==> src/rtl/uart_pkg.sv <==
// rtl/uart_pkg.sv - shared UART types, constants and parity helper
package uart_pkg;

   typedef enum logic [2:0] {
      IDLE  = 3'd0,
      START = 3'd1,
      BITS  = 3'd2,
      PAR   = 3'd3,
      STOP  = 3'd4,
      ACK   = 3'd5
   } uart_state_t;

   localparam int unsigned BAUD_TERM_DEF = 5208;
   localparam int unsigned DATA_BITS     = 8;
   localparam int unsigned TIMER_W       = 13;

   // Parity bit that makes the total count of ones in data+parity odd.
   function automatic logic odd_par(input logic [DATA_BITS-1:0] data);
      return ~^data;
   endfunction

endpackage

==> src/rtl/uart_baud_timer.sv <==
// rtl/uart_baud_timer.sv - free-running bit-period timer with clear and two terminal matches
module uart_baud_timer #(
   parameter int unsigned W = 13
) (
   input  logic         clk,
   input  logic         Reset,
   input  logic         clr,
   input  logic [W-1:0] term,
   input  logic [W-1:0] half,
   output logic         at_term,
   output logic         at_half
);

   logic [W-1:0] cnt_q;
   logic [W-1:0] cnt_d;

   assign at_term = (cnt_q == term);
   assign at_half = (cnt_q == half);

   always_comb begin
      cnt_d = cnt_q + W'(1);
      if (clr || at_term) begin
         cnt_d = '0;
      end
   end

   always_ff @(posedge clk) begin
      if (Reset) begin
         cnt_q <= '0;
      end else begin
         cnt_q <= cnt_d;
      end
   end

endmodule

==> src/rtl/uart_rx.sv <==
// rtl/uart_rx.sv - 8-O-1 UART receiver with mid-bit sampling and Receive/ReceiveAck handshake
module uart_rx
   import uart_pkg::*;
#(
   parameter int unsigned BAUD_TERM   = BAUD_TERM_DEF,
   parameter int unsigned HALF_TERM   = BAUD_TERM / 2,
   parameter int unsigned SYNC_STAGES = 2
) (
   input  logic                 clk,
   input  logic                 Reset,
   input  logic                 Sin,
   input  logic                 ReceiveAck,
   output logic [DATA_BITS-1:0] Dout,
   output logic                 Receive,
   output logic                 parityErr,
   output logic                 frameErr
);

   logic [SYNC_STAGES-1:0] sync_q;
   logic [SYNC_STAGES-1:0] sync_d;
   logic                   sin_s;

   uart_state_t            state_q;
   uart_state_t            state_d;

   logic [2:0]             bit_cnt_q;
   logic [2:0]             bit_cnt_d;
   logic [DATA_BITS-1:0]   shift_q;
   logic [DATA_BITS-1:0]   shift_d;
   logic                   par_q;
   logic                   par_d;
   logic [DATA_BITS-1:0]   dout_q;
   logic [DATA_BITS-1:0]   dout_d;
   logic                   perr_q;
   logic                   perr_d;
   logic                   ferr_q;
   logic                   ferr_d;

   logic                   clr_timer;
   logic                   at_term;
   logic                   at_half;

   uart_baud_timer #(
      .W (TIMER_W)
   ) u_timer (
      .clk     (clk),
      .Reset   (Reset),
      .clr     (clr_timer),
      .term    (TIMER_W'(BAUD_TERM)),
      .half    (TIMER_W'(HALF_TERM)),
      .at_term (at_term),
      .at_half (at_half)
   );

   // Synchroniser: idle-high line, so every stage resets to 1.
   assign sync_d = {sync_q[SYNC_STAGES-2:0], Sin};
   assign sin_s  = sync_q[SYNC_STAGES-1];

   always_ff @(posedge clk) begin
      if (Reset) begin
         sync_q <= '1;
      end else begin
         sync_q <= sync_d;
      end
   end

   always_ff @(posedge clk) begin
      if (Reset) begin
         state_q <= IDLE;
      end else begin
         state_q <= state_d;
      end
   end

   always_comb begin
      state_d = state_q;
      case (state_q)
         IDLE:    if (!sin_s) state_d = START;
         START:   if (at_half) state_d = sin_s ? IDLE : BITS;
         BITS:    if (at_term && (bit_cnt_q == 3'd7)) state_d = PAR;
         PAR:     if (at_term) state_d = STOP;
         STOP:    if (at_term) state_d = ACK;
         ACK:     if (ReceiveAck) state_d = IDLE;
         default: state_d = IDLE;
      endcase
   end

   // The half-bit match in START re-phases the timer to mid-bit for all later samples.
   always_comb begin
      clr_timer = (state_q == IDLE) || ((state_q == START) && at_half);
      Receive   = (state_q == ACK);
   end

   always_comb begin
      bit_cnt_d = bit_cnt_q;
      shift_d   = shift_q;
      par_d     = par_q;
      dout_d    = dout_q;
      perr_d    = perr_q;
      ferr_d    = ferr_q;
      if ((state_q == START) && at_half) begin
         bit_cnt_d = '0;
      end
      if ((state_q == BITS) && at_term) begin
         shift_d = {sin_s, shift_q[DATA_BITS-1:1]};
         if (bit_cnt_q != 3'd7) begin
            bit_cnt_d = bit_cnt_q + 3'd1;
         end
      end
      if ((state_q == PAR) && at_term) begin
         par_d = sin_s;
      end
      // A bad stop bit still delivers the byte, flagged.
      if ((state_q == STOP) && at_term) begin
         dout_d = shift_q;
         perr_d = (par_q != odd_par(shift_q));
         ferr_d = ~sin_s;
      end
   end

   always_ff @(posedge clk) begin
      if (Reset) begin
         bit_cnt_q <= '0;
         shift_q   <= '0;
         par_q     <= 1'b0;
         dout_q    <= '0;
         perr_q    <= 1'b0;
         ferr_q    <= 1'b0;
      end else begin
         bit_cnt_q <= bit_cnt_d;
         shift_q   <= shift_d;
         par_q     <= par_d;
         dout_q    <= dout_d;
         perr_q    <= perr_d;
         ferr_q    <= ferr_d;
      end
   end

   assign Dout      = dout_q;
   assign parityErr = perr_q;
   assign frameErr  = ferr_q;

endmodule

==> config.mk <==
export PLATFORM = sky130hd
export DESIGN_NAME = uart_rx
export DESIGN_NICKNAME = d
export VERILOG_FILES = /design/src/rtl/uart_pkg.sv /design/src/rtl/uart_baud_timer.sv /design/src/rtl/uart_rx.sv
export SDC_FILE = /design/constraint.sdc
export NUM_CORES = 1
export LEC_CHECK = 0
export ABC_AREA = 1
export BUFFER_PORTS_ARGS = -buffer_cell sky130_fd_sc_hd__buf_2
export CAP_MARGIN = 20
export CORE_MARGIN = 5
export CORE_UTILIZATION = 45
export DETAILED_ROUTE_END_ITERATION = 6
export GPL_TIMING_DRIVEN = 0
export PLACE_DENSITY_LB_ADDON = 0.15
export SLEW_MARGIN = 20
export SYNTH_ARGS = -nofsm -noshare
export SYNTH_HDL_FRONTEND = slang
export SYNTH_SLANG_ARGS = --single-unit
==> constraint.sdc <==
create_clock -name clk -period 4.65 [get_ports clk]
set_clock_uncertainty 0.1 [all_clocks]
set_input_delay 0 -clock clk [delete_from_list [all_inputs] [get_ports clk]]
set_output_delay 0 -clock clk [all_outputs]
set_load 0.02 [all_outputs]
### Yosys cells after proc, flatten, opt, wreduce, memory -nomap -nowiden

Cells that the tools add are included.

* bits in registers: 40
* latch bits: 0
* bits in writable memories: 0
* ROM bits: 0
* logic and storage cells: 50
* memories kept: 0

* $add $sub $neg: 2
* multipliers: 0
* divide/modulo/power cells: 0
* order comparisons: 0
* equality and inequality tests: 16
* shifts and indexed selects: 0
* mux-type cells: 11
* bitwise operators: 1
* reduce and logical (&&, ||, !) cells: 11

Operator list (count)
* two-way mux 3 bit: 9
* one-hot mux 3 bit (6 select lines): 1
* adder 13 x 1 -> 13 bit, second input constant: 1
* == test 13 x 12 -> 1 bit, second input constant: 1
* == test 13 bit, second input constant: 1
* != test 2 bit, second input constant: 6
* == test 3 bit, second input constant: 3
* XNOR reduction 8 bit: 1
* == test 3 x 2 -> 1 bit, second input constant: 2
* AND reduction 6 bit: 1
* logical AND 1 bit: 5
* adder 3 x 1 -> 3 bit, second input constant: 1
* == test 3 x 1 -> 1 bit, second input constant: 1
* logical NOT 3 bit: 1
* != test 3 bit, second input constant: 1
* logical OR 1 bit: 2
* two-way mux 2 bit: 1
* OR reduction 2 bit: 1
* != test 1 bit: 1
* inverter 1 bit: 1

### Longest topological paths before layout

* depth after elaboration: 5
* gate-level depth with buffers: 11
* gate-level depth less buffers: 11

### Cells and area by module

From an unflattened synthesis, not the netlist that was laid out.

* cell total of the unflattened synthesis: 339
* area total of the unflattened synthesis: 2312.2 um^2

By module, submodules not included
* uart_rx: instances 1, cells each 172, area each 1248.7 um^2
* uart_baud_timer: instances 1, cells each 167, area each 1063.5 um^2

### Least setup slack after synthesis

No wires, ideal clock.

* kind: flip-flop to flip-flop
* start point: register u_timer.cnt_q[0]
* end point: register perr_q, in the netlist parityErr
* setup time: 0.109 ns
* data arrival time: 1.305 ns
* setup slack: 3.136 ns
* stages on the path, launching flop included: 11
* period minus slack after synthesis: 1.514 ns
* cell sequence: dfxtp_1 -> inv_1 -> ha_1 -> nand2_1 -> nor2_4 -> nand3_4 -> nor2_4 -> buf_6 -> nand3_2 -> nand2_1 -> inv_1

* cells in the longest elaborated chain, start to end: 2

RTL lines
* start: declaration: RTL line uart_baud_timer.sv:14 `logic [W-1:0] cnt_q;`
* start signal: assignment: RTL line uart_baud_timer.sv:31 `cnt_q <= cnt_d;`
* == test 13 bit: RTL line uart_baud_timer.sv:17 `assign at_term = (cnt_q == term);`
* logical AND 1 bit: RTL line uart_rx.sv:114 `if ((state_q == STOP) && at_term) begin`
* end signal: assignment: RTL line uart_rx.sv:134 `perr_q <= perr_d;`
* end: declaration: RTL line uart_rx.sv:34 `logic perr_q;`

No other way between the ends.
A chain may end at the register's enable or synchronous reset.

### Worst setup path in the final report

Same ends and word-level chain as after synthesis.

==> flow_results.org <==
** Clock tree
- No sink is reached through more buffers than the 2 on the longest clock path.
- Clock tree synthesis inserted a total of 5 buffers.
- CTS saw 40 sinks.
- After clock tree synthesis, the repair step resized 0 gates.
- Clock tree synthesis selected as its root buffer the cell sky130_fd_sc_hd__clkbuf_8.
- Number of levels the H-tree was split into :: 2
- The later pin in the worst-skew pair is clocked with a latency of 0.29 ns.
- TritonCTS clock tree :: done
- In this run the post-CTS setup repair buffer count came out at 0.
- Clock-pin slew was measured on the worst setup and hold paths at 0.08 ns.

** Setup path
- Data on the critical path arrives at its endpoint at 1.81 ns.
- Kind of launch point of the worst setup path :: flip-flop
- At the worst endpoint, the required time is 4.75 ns.
- Along the worst path, the maximum fanout reaches 10.
- The critical path contains buffers and inverters numbering 3 combined.
- On the critical path the largest part of the delay comes from simple AND/OR/NAND/NOR gates.
- The worst setup path is captured at a flip-flop.
- Cell-by-cell trace of the critical path :: inv_1 > ha_1 > nand2_1 > nor2_4 > nand3_4 > nor2_4 > buf_6 > nand3_2 > nand2_1 > inv_1
- Path type of the worst setup path :: flip-flop to flip-flop
- Among all stages on the critical path, the largest delay is contributed by sky130_fd_sc_hd__dfxtp_1.
- Reg-to-reg slack, setup :: 2.95 ns
- The largest single stage delay on the critical path is 0.34 ns.

** Power
- Of the total power, the share spent switching nets is 0.336.
- Leakage component of the power :: 0.963 nW
- The share of total power dissipated in combinational logic is 0.265.
- The share of total power dissipated in sequential elements is 0.454.
- Internal Power :: 566 uW
- P_sw :: 287 uW
- VDD IR-drop max :: 152 uV
- Clock network fraction of total power :: 0.281
- Power density over the cells :: 373 nW/um2

** Flow run
- The tool flagged a number of max-cap violations equal to 0.

** Drt
- Drt via density :: 4.88
- In this run, the number of DRC markers left after iteration 0 of detailed routing was 152.
- Via total after detailed routing :: 1,697
- Wire length per cell :: 11.6 um
- Number of detailed-routing iterations run before antenna repair :: 4
- Summed over all layers, the routed wires come to 4.02 mm.
- Final routed DRC violation total :: 0
- The count of nets left with antenna violations once routing finished came out at 0.

** GRT
- M2 GR Usage :: 0.196
- For met3 alone, demand over resource in global routing was 0.0440.
- First-pass GRT wire length :: 7.07 mm
- The initial antenna violation count is 0.
- Gr usage total :: 0.144
- Busiest layer in global routing :: met1
- Via count of the first global-routing pass :: 1,531
- In the global route stage, met1 resource usage came out at 0.209.
- After global routing the overflow that remains totals 0.
- Maximum number of pins on one net before global-route repair :: 13

** Synth
- In this run the mean area of a mapped cell was 7.49 um2.
- Share of synthesized registers carrying an async set or reset :: 0
- Warnings from Yosys :: 0
- After synthesis the netlist holds a flip-flop and latch count of 40.
- Main synth FF type :: sky130_fd_sc_hd__dfxtp_1
- For this run, the register share of the synthesized area comes to 0.392.
- Synth unique cells :: 39
- Number of enable-type register cells in the synthesized netlist :: 0
- Instance count of the mapped netlist :: 273
- When the netlist entered floorplanning its net count stood at 281.
- Synthesized cell area :: 2040 um2

** Min path
- Hold Path Class :: primary input to flip-flop

** Timing
- Endpoints failing hold :: 0
- Final period utilization :: 0.366
- In this run the tightest slew margin relative to its limit is 0.687.
- Pin slew with the least headroom to its limit :: 0.469 ns
- Setup repair after global routing left no endpoint under its margin.
- Derived from the worst setup path, the maximum achievable clock frequency is 0.587 GHz.
- Total setup violations reported at the end of the flow :: 0
- After layout, the worst setup slack is 2.95 ns.
- Max-slew violation count :: 0
- Fin Setup TNS :: 0 ns
- Time the final worst path needs with I/O delays and setup :: 1.70 ns

** Die
- The initial utilization of the core area, before any placement, comes to 0.466.
- The die is 77.4 um wide.
- 15 I/O pins were placed.
- Die Y :: 77.4 um
- Die area :: 5990 um2
- FP Rows :: 24
- Core box area :: 4380 um2

** Outcome
- Run status :: finished, final reports clean

** Placement
- GPL Wtd Cong :: 0.868
- The count of buffers added on input and output ports is 13.
- Pre-CTS worst setup slack :: 2.94 ns
- HPWL after detailed placement :: 3.05 mm

** Layout
- The number of antenna diodes in the final layout is 0.
- Final Net Count :: 303
- Proportion of layout cells with a drive suffix above 1 :: 0.196
- Layout-stage area growth over the synthesis result :: 11.9%
-- cell usage after synthesis, types with 5 or more instances --
master                    instances  area, um2
sky130_fd_sc_hd__nand3_1         11       55.1
sky130_fd_sc_hd__inv_2            6       22.5
sky130_fd_sc_hd__nand2_1         47        176
sky130_fd_sc_hd__inv_1           24       90.1
sky130_fd_sc_hd__o21ai_1          5       25.0
sky130_fd_sc_hd__nor3_1           6       30.0
sky130_fd_sc_hd__xor2_1           7       61.3
sky130_fd_sc_hd__nor2_1          42        158
sky130_fd_sc_hd__dfxtp_1         40        801
sky130_fd_sc_hd__a21oi_1         19       95.1
sky130_fd_sc_hd__nand4_1          5       31.3
sky130_fd_sc_hd__o21ai_0         13       65.1
-- cell usage in the layout, fill, tap and decap left out, types with 4 or more instances in the layout --
master and instances:
sky130_fd_sc_hd__a21oi_1 19, sky130_fd_sc_hd__buf_2 14, sky130_fd_sc_hd__clkbuf_8 6, sky130_fd_sc_hd__dfxtp_1 40, sky130_fd_sc_hd__ha_1 4, sky130_fd_sc_hd__inv_1 24
sky130_fd_sc_hd__inv_2 6, sky130_fd_sc_hd__nand2_1 47, sky130_fd_sc_hd__nand2_2 4, sky130_fd_sc_hd__nand3_1 11, sky130_fd_sc_hd__nand4_1 5, sky130_fd_sc_hd__nor2_1 42
sky130_fd_sc_hd__nor2_4 4, sky130_fd_sc_hd__nor3_1 6, sky130_fd_sc_hd__o21ai_0 13, sky130_fd_sc_hd__o21ai_1 5, sky130_fd_sc_hd__xor2_1 7
-- power by group through the flow --
| stage | clock, mW | combinational, mW | sequential, mW |
|---|---|---|---|
| floorplan | 0 | 0.187 | 0.390 |
| global placement | 0 | 0.223 | 0.396 |
| detailed placement | 0 | 0.225 | 0.396 |
| CTS | 0.252 | 0.227 | 0.388 |
| global route | 0.269 | 0.252 | 0.393 |
| finish | 0.239 | 0.226 | 0.387 |
-- cell families (layout without fill, tap and decap cells) --
kind of cell	after synthesis	in the layout	synth area share
AO/OA/AOI/OAI	42	42	0.110
XOR/XNOR	10	10	0.0428
adder cells (fa/ha/maj)	4	4	0.0245
buffers and inverters	38	61	0.0845
flip-flops	40	40	0.392
AND/OR/NAND/NOR	139	139	0.346
-- worst min-delay path, stage by stage --
cell and delay (ns):
sky130_fd_sc_hd__buf_2 0.10, sky130_fd_sc_hd__o21ai_1 0.18, sky130_fd_sc_hd__a21oi_1 0.08, sky130_fd_sc_hd__nand4_1 0.08
sky130_fd_sc_hd__nand2_1 0.05, sky130_fd_sc_hd__nor2_1 0.07
-- worst paths after layout --
check,start,end,cells past startpoint
max,u_timer.cnt_q[0],parityErr,10
min reg2reg,sync_q[0],sync_q[1],1
max reg2reg,u_timer.cnt_q[0],parityErr,10
min,ReceiveAck,state_q[2],6
-- routing by layer --
metal / part of all wire / up-vias
met1: 0.55 / 744
met2: 0.39 / 26
li1: - / 921
met3: 0.041 / 6
met4: 0.019 / 0
met5: 0 / -
-- registers in the layout, indices dropped and copies added (netlist names) --
register,count
shift_q,8
par_q,1
Dout,8
parityErr,1
sync_q,2
u_timer.cnt_q,13
frameErr,1
state_q,3
bit_cnt_q,3
-- repair_timing --
item,CTS,global route
hold endpoints to repair,3,0
hold buffers,2,0
setup endpoints to repair,0,0
-- cell type report --
| class | count | area [um2] |
|---|---|---|
| plain buffers | 6 | 51.3 |
| clock buffers | 7 | 86.3 |
| clock inverters | 1 | 7.51 |
| fillers | 443 | 2100 |
| inverters | 32 | 121 |
| multi-input cells | 195 | 1070 |
| flip-flops and latches | 40 | 801 |
| well taps | 52 | 65.1 |
| repair buffers | 15 | 85.1 |
-- per-stage QoR --
stage | hold WS, ns | cell area (um2) | total power, mW | util | cells
after floorplan | 0.00381 | 2040 | 0.577 | - | 273
after global placement | 0.0872 | 2170 | 0.619 | 0.496 | 338
after detailed placement | 0.0849 | 2170 | 0.620 | 0.496 | 338
after CTS | 0.180 | 2290 | 0.866 | 0.522 | 348
after global routing | 0.234 | 2290 | 0.914 | 0.522 | 348
final | 0.188 | 2290 | 0.853 | 0.522 | 348
No activity file was read; power rests on OpenSTA's default activity.
